### config.mk
export PLATFORM = sky130hd
export DESIGN_NAME = if_fetch
export DESIGN_NICKNAME = d
export VERILOG_FILES = /design/src/rtl/if_fetch.sv
export SDC_FILE = /design/constraint.sdc
export NUM_CORES = 1
export LEC_CHECK = 0
export ABC_AREA = 1
export CORE_ASPECT_RATIO = 0.9
export CORE_MARGIN = 5
export CORE_UTILIZATION = 47
export CTS_CLUSTER_SIZE = 14
export DETAILED_ROUTE_END_ITERATION = 12
export PLACE_DENSITY = 0.76
export SYNTH_ARGS = -nofsm -noshare
export SYNTH_HDL_FRONTEND = slang
export SYNTH_SLANG_ARGS = --single-unit
export TNS_END_PERCENT = 100
### constraint.sdc
create_clock -name i_clk -period 10.9 [get_ports i_clk]
set_input_delay 1.09 -clock i_clk [delete_from_list [all_inputs] [get_ports i_clk]]
set_output_delay 1.09 -clock i_clk [all_outputs]
set_load 0.02 [all_outputs]
### src/rtl/if_fetch.sv
// Instruction fetch stage: owns the PC and issues word-aligned requests over a
// req/gnt bus with in-order responses. Returned words go into a small
// {pc, inst} FIFO that feeds if_id through valid/ready handshakes. A redirect
// from EX flushes the FIFO and drops every response still in flight.
`timescale 1ns/1ps
module if_fetch #(
    parameter logic [31:0] RESET_PC = 32'h0000_0000,
    parameter int unsigned DEPTH    = 4
) (
    input  logic        i_clk,
    input  logic        i_reset,
    output logic        o_imem_req,
    output logic [31:0] o_imem_addr,
    input  logic        i_imem_gnt,
    input  logic        i_imem_rvalid,
    input  logic [31:0] i_imem_rdata,
    input  logic        i_redirect,
    input  logic [31:0] i_redirect_addr,
    output logic        o_valid,
    output logic [31:0] o_pc_addr,
    output logic [31:0] o_inst_data,
    input  logic        i_ready
);
    localparam int unsigned AW = $clog2(DEPTH);
    localparam int unsigned CW = AW + 1;  // holds 0..DEPTH
    localparam int unsigned SW = AW + 2;  // O + C without overflow
    localparam logic [31:0] NOP = 32'h0000_0013;

    typedef enum logic [0:0] {StBoot, StFetch} state_e;

    state_e        state_q, state_d;
    logic [31:0]   pc_q, pc_d;
    logic [CW-1:0] out_q, out_d;    // outstanding requests
    logic [CW-1:0] disc_q, disc_d;  // responses still to be dropped
    logic [CW-1:0] cnt_q, cnt_d;    // buffered instructions
    logic [AW-1:0] wr_q, wr_d, rd_q, rd_d;
    logic [AW-1:0] awr_q, awr_d, ard_q, ard_d;

    logic [31:0] addr_mem [DEPTH];
    logic [31:0] pc_mem   [DEPTH];
    logic [31:0] inst_mem [DEPTH];

    logic [SW-1:0] occ_sum;
    logic          gnt_fire;
    logic          resp_drop;
    logic          push;
    logic          pop;
    logic [1:0]    unused_redirect_bits;

    assign unused_redirect_bits = i_redirect_addr[1:0];

    assign occ_sum     = {1'b0, out_q} + {1'b0, cnt_q};
    assign o_imem_req  = (state_q == StFetch) && (occ_sum < SW'(DEPTH));
    assign o_imem_addr = {pc_q[31:2], 2'b00};
    assign gnt_fire    = o_imem_req && i_imem_gnt;
    assign resp_drop   = i_imem_rvalid && (disc_q != '0);
    // A redirect voids any same-cycle FIFO push or pop.
    assign push        = i_imem_rvalid && (disc_q == '0) && !i_redirect;
    assign pop         = o_valid && i_ready && !i_redirect;

    assign o_valid     = (cnt_q != '0);
    assign o_pc_addr   = o_valid ? pc_mem[rd_q] : 32'h0;
    assign o_inst_data = o_valid ? inst_mem[rd_q] : NOP;

    // Next-state: FSM, PC, counters and FIFO pointers; redirect wins over all.
    always_comb begin
        state_d = state_q;
        pc_d    = pc_q;
        disc_d  = disc_q;
        cnt_d   = cnt_q;
        wr_d    = wr_q;
        rd_d    = rd_q;
        awr_d   = awr_q;
        ard_d   = ard_q;

        case (state_q)
            StBoot:  state_d = StFetch;
            StFetch: state_d = StFetch;
        endcase

        // The address FIFO tracks every granted request, redirect or not.
        out_d = out_q + CW'(gnt_fire) - CW'(i_imem_rvalid);
        if (gnt_fire) begin
            awr_d = awr_q + AW'(1);
        end
        if (i_imem_rvalid) begin
            ard_d = ard_q + AW'(1);
        end

        if (i_redirect) begin
            pc_d   = {i_redirect_addr[31:2], 2'b00};
            disc_d = out_d;
            cnt_d  = '0;
            wr_d   = '0;
            rd_d   = '0;
        end else begin
            if (gnt_fire) begin
                pc_d = pc_q + 32'd4;
            end
            if (resp_drop) begin
                disc_d = disc_q - CW'(1);
            end
            cnt_d = cnt_q + CW'(push) - CW'(pop);
            if (push) begin
                wr_d = wr_q + AW'(1);
            end
            if (pop) begin
                rd_d = rd_q + AW'(1);
            end
        end
    end

    // State registers with asynchronous active-low reset.
    always_ff @(posedge i_clk or negedge i_reset) begin
        if (!i_reset) begin
            state_q <= StBoot;
            pc_q    <= RESET_PC;
            out_q   <= '0;
            disc_q  <= '0;
            cnt_q   <= '0;
            wr_q    <= '0;
            rd_q    <= '0;
            awr_q   <= '0;
            ard_q   <= '0;
        end else begin
            state_q <= state_d;
            pc_q    <= pc_d;
            out_q   <= out_d;
            disc_q  <= disc_d;
            cnt_q   <= cnt_d;
            wr_q    <= wr_d;
            rd_q    <= rd_d;
            awr_q   <= awr_d;
            ard_q   <= ard_d;
        end
    end

    // FIFO storage; contents are only visible through the counted entries.
    always_ff @(posedge i_clk) begin
        if (gnt_fire) begin
            addr_mem[awr_q] <= o_imem_addr;
        end
        if (push) begin
            pc_mem[wr_q]   <= addr_mem[ard_q];
            inst_mem[wr_q] <= i_imem_rdata;
        end
    end

endmodule

* Word-level counts from Yosys, hierarchy flattened *
Memory sizes are Yosys's and may differ from the RTL's.
Cells that the tools add are included.

cells by class
  div/mod/pow operators = 0
  add/subtract/negate cells = 11
  multiply operators = 0
  shifts and indexed selects = 0
  reduce and logical (&&, ||, !) cells = 15
  equal/unequal tests = 0
  bitwise operators = 0
  mux-type cells = 15
  $lt $le $gt $ge = 1

operator list
  operator                 count
  $mux W32                 4
  $add A32 B3 Y32 const B  1
  $mux W3                  3
  $add A2 B1 Y2 const B    4
  $mux W2                  4
  $reduce_bool A2 Y1       4
  $logic_and A1 B1 Y1      7
  $add A3 B1 Y3            2
  $reduce_bool A3 Y1       2
  $sub A3 B1 Y3            2
  $add A3 B3 Y4            1
  $lt A4 B3 Y1 const B     1
  $mux W1                  4
  $logic_not A3 Y1         1
  $sub A3 B1 Y3 const B    1
  $logic_not A1 Y1         1

word-level totals
  flip-flop bits (word level) = 50
  word-level logic and storage cells = 54
  input port bits = 70
  latch bits = 0
  memories kept = 3
  bits in read-only memories = 0
  output and inout port bits = 98
  bits in writable memories = 376

memories
  name      depth  width  read ports  clocked after Yosys merged registers in  write ports  RTL line  RTL
  inst_mem  4      32     1           0                                        1            41        logic [31:0] inst_mem [DEPTH];
  pc_mem    4      32     1           0                                        1            40        logic [31:0] pc_mem [DEPTH];
  addr_mem  4      30     1           0                                        1            39        logic [31:0] addr_mem [DEPTH];

* Logic depth before layout (Yosys ltp) *
  depth after elaboration = 7
  mapped depth = 15
  depth with buffers taken out = 14

* Worst setup path before layout *
OpenSTA, ideal clock, no wires.

  kind = input-to-reg
  start = in i_redirect
  end = mem inst_mem[0][0] (enable)
  data arrival time = 4.285 ns
  setup slack = 6.133 ns
  stages = 5
  data required time = 10.418 ns
  setup time = 0.482 ns
  buffers on the path = 2
  cell sequence = buf_2 -> buf_2 -> nor2_1 -> inv_1 -> nor2_1

between the ends
  cells in the longest elaborated chain, start to end = 4

RTL lines
  what                           RTL line  RTL
  start, declared                17        input logic i_redirect,
  $logic_not A1 Y1               58        assign push = i_imem_rvalid && (disc_q == '0) && !i_redirect;
  $logic_and A1 B1 Y1            58
  $mux W1                        143       if (push) begin
  $mux W1 (implied by the code)  145       inst_mem[wr_q] <= i_imem_rdata;
  end, declared                  41

No other way between the ends.

* Worst setup path after layout *
  start = reg rd_q[0]
  end = out o_inst_data[0]

between the ends
  cells in the longest elaborated chain, start to end = 2

RTL lines
  what                    RTL line  RTL
  start, declared         36        logic [AW-1:0] wr_q, wr_d, rd_q, rd_d;
  start signal, assigned  132       rd_q <= rd_d;
  $mem_v2 Z4 W32          n/a
  $mux W32                63        assign o_inst_data = o_valid ? inst_mem[rd_q] : NOP;
  end, declared           21        output logic [31:0] o_inst_data,

No other way between the ends.

==> metrics.md <==
| Metric | Value |
|---|---|
| Outcome | complete, no violations |
| CTS H-Tree Depth | 2 |
| Ys async rst share | between 10% and 20% |
| Seq pwr share | 41.4% |
| Critical Path End Type | output pin |
| PwrDens | 247 nW/um^2 |
| Num CTS Buffers | 40 |
| Setup TNS | 0 ps |
| WP data required | 9810 ps |
| Switching share of power | between 30% and 40% |
| Routability cong. | ~0.87 |
| Leakage power | 7.32 nW |
| Startpoint Class | register |
| Maximum VDD drop | 0.129 mV |
| Number of antenna violations at the first check in global routing | 0 |
| Period utilisation layout | 42.2% |
| Combinational share of power | 32.0% |
| Crit path time final | 4600 ps |
| # port buffers | 161 |
| Register area share after synthesis | 70.5% |
| Die Height | 192 microns |
| Die width | 213 microns |
| Clk_lat worst skew | 540 ps |
| Global Route Usage Sum | 18.4% |
| Final setup vio count | 0 |
| Hpwl dp | 22000 microns |
| Clock tree buffer depth | 3 |
| WS Path Type | reg -> out |
| Core area | about 36000 sq um |
| Via count | around 11k |
| Iter 0 DRT Violations | 941 |
| Clock Root Buffer | clkbuf_16 |
| Synthesized flop and latch total | 416 |
| Hold buffer count at cts | 0 |
| Mapped Cells | 1520 |
| Internal power | between 3 and 4 mW |
| First-pass DRT Iterations | 5 |
| Distinct cells, synth | 34 |
| Pin count of the biggest net entering global routing | 105 |
| Starting Density | 47.8% |
| Yosys top cell by area | edfxtp_1 |
| Most frequent cells in the layout | edfxtp_1, nor2_1, o21ai_0 |
| Worst Clk Skew | 16.2 ps |
| ANT nets after route | 0 |
| GRT Residual Overflow | 0 |
| Total count of hold-check failures in the final report | 0 |
| # IOs | roughly 170 |
| Vias in the first global route | 11.1k |
| Sw Pwr | approximately 1.8 mW |
| WL/cell | roughly 18 microns |
| Synth top area cells | edfxtp_1, nor2_1, dfrtp_1, o21ai_0, nand2_1 |
| CP arrival | 3510 ps |
| Post-synth EDFFs | 368 |
| DRC | 0 |
| CTS resizes | 0 |
| Most common cell after layout, fill and taps aside | edfxtp_1 |
| Total clock sinks | roughly 420 |
| Global-route wire length before repair | 59400 microns |
| Crit Path Max Fanout | 104 |
| CTS tree | yes |
| Top-area cell type share of the netlist area | between 60 and 70% |
| Max cap viols | 0 |
| F_max | 217 MHz |
| Nets@finish | approximately 1.7k |
| Synth-to-Final Area Change | 19.0% |
| Slew HR | 29.3% |
| Worst Max-Slew Pin Slew | roughly 1100 ps |
| Worst-path clk slew | 60 ps |
| Layout cells sized above 1 | 6.04% |
| Most common flop cell mapped by yosys | edfxtp_1 |
| FILL cells | slightly below 3k |
| Row Count | 66 |
| Number of diodes | 0 |
| Cell Area, Synth | about 17000 sq um |
| Syn avg cell area | 11.4 sq um |
| Die area | between 40000 and 50000 sq um |
| YS warnings | 0 |
| HP Class | reg -> reg |
| Post-CTS Setup Inserts | 0 |
| Clock power frac | between 20% and 30% |
| Total power | approximately 5.1 mW |
| Vias/cell | 5.30 |
| WL final | 38000 microns |
| Final slew viol count | 0 |
| RSZ-0062 raised after global routing | false |
==> Yosys cell counts, types with 3 or more instances <==
| cell type | instances |
|---|---|
| nand2_4 | 3 |
| o22ai_1 | 30 |
| xnor2_1 | 5 |
| edfxtp_1 | 368 |
| nand2_2 | 4 |
| nor2_1 | 357 |
| o21bai_1 | 8 |
| dfrtp_1 | 48 |
| a21oi_1 | 62 |
| xor2_1 | 7 |
| nor2_2 | 4 |
| o21ai_0 | 191 |
| nand3_1 | 66 |
| clkbuf_1 | 42 |
| buf_1 | 4 |
| buf_4 | 11 |
| buf_2 | 22 |
| inv_1 | 70 |
| nor2_4 | 6 |
| ha_1 | 17 |
| nand2_1 | 175 |
==> worst max-delay path, stage by stage (launching register included) <==
cell and delay, ps:
dfrtp_4 630, clkinv_2 280, buf_4 770, nor2_1 70, o311ai_0 420, clkdlybuf4s50_1 710
==> kinds of logic (layout without fill, tap and decap cells) <==
kind of cell	count (synthesis)	after routing	synth area share, %
other cells	2	5	0.0432
flops	416	416	70.5
xor+xnor	12	12	0.605
compound gates	298	298	9.04
buf+inv	154	320	3.82
fa+ha+maj	19	19	1.45
simple gates	619	619	14.6
==> cell type report <==
| class | count | area (sq um) | area share, % |
|---|---|---|---|
| inverter | 73 | 275 | 1.33 |
| tap | 476 | 596 | 2.88 |
| clock buffer | 48 | 1050 | 5.09 |
| multi-input combinational | 953 | 4540 | 22.0 |
| timing repair buffer | 174 | 1700 | 8.24 |
| sequential | 416 | 12300 | 59.3 |
| clock inverter | 25 | 249 | 1.20 |
==> worst paths after layout <==
| check | startpoint | to | slack [ps] | depth (start not counted) |
|---|---|---|---|---|
| worst min-delay path | out_q[0] | out_q[0] | 550 | 1 |
| min in group asynchronous | i_reset | disc_q[0] | 650 | 2 |
| worst min register to register | out_q[0] | out_q[0] | 550 | 1 |
| max in group asynchronous | i_reset | rd_q[0] | 9750 | 2 |
| worst max register to register | cnt_q[1] | cnt_q[2] | 7810 | 14 |
| worst max-delay path | rd_q[0] | o_inst_data[0] | 6300 | 5 |
==> layer usage <==
metal,track usage [%],part of all wire (%),wire (microns)
met5,0,0,0
met1,25.7,43,16500
met2,30.2,47,17700
met4,4.68,1.9,729
met3,3.36,8.1,3090
==> flip-flops by register name (all words and copies together), names as in the netlist, 3 cells and up <==
register / count
addr_mem: 120
cnt_q: 3
disc_q: 3
inst_mem: 128
out_q: 3
pc_mem: 120
pc_q: 30
==> stage by stage <==
step	hold slack [ps]	std cells	worst slack (ps)	area, sq um	util, %
after floorplan	489	1523	6130	17400	-
after CTS	560	2165	6260	20700	56.9
after global placement	515	2092	6910	19400	53.3
final	548	2165	6300	20700	56.9
after detailed placement	546	2092	6830	19400	53.3
after global routing	575	2165	6040	20700	56.9
==> power by group through the flow <==
stage	combinational, mW	sequential, mW	clock, mW
floorplan	0.972	2.12	0
global placement	1.61	2.14	0
detailed placement	1.65	2.15	0
CTS	1.66	2.11	1.39
global route	1.80	2.13	1.46
finish	1.64	2.12	1.36
No activity file was read; power rests on OpenSTA's default activity.
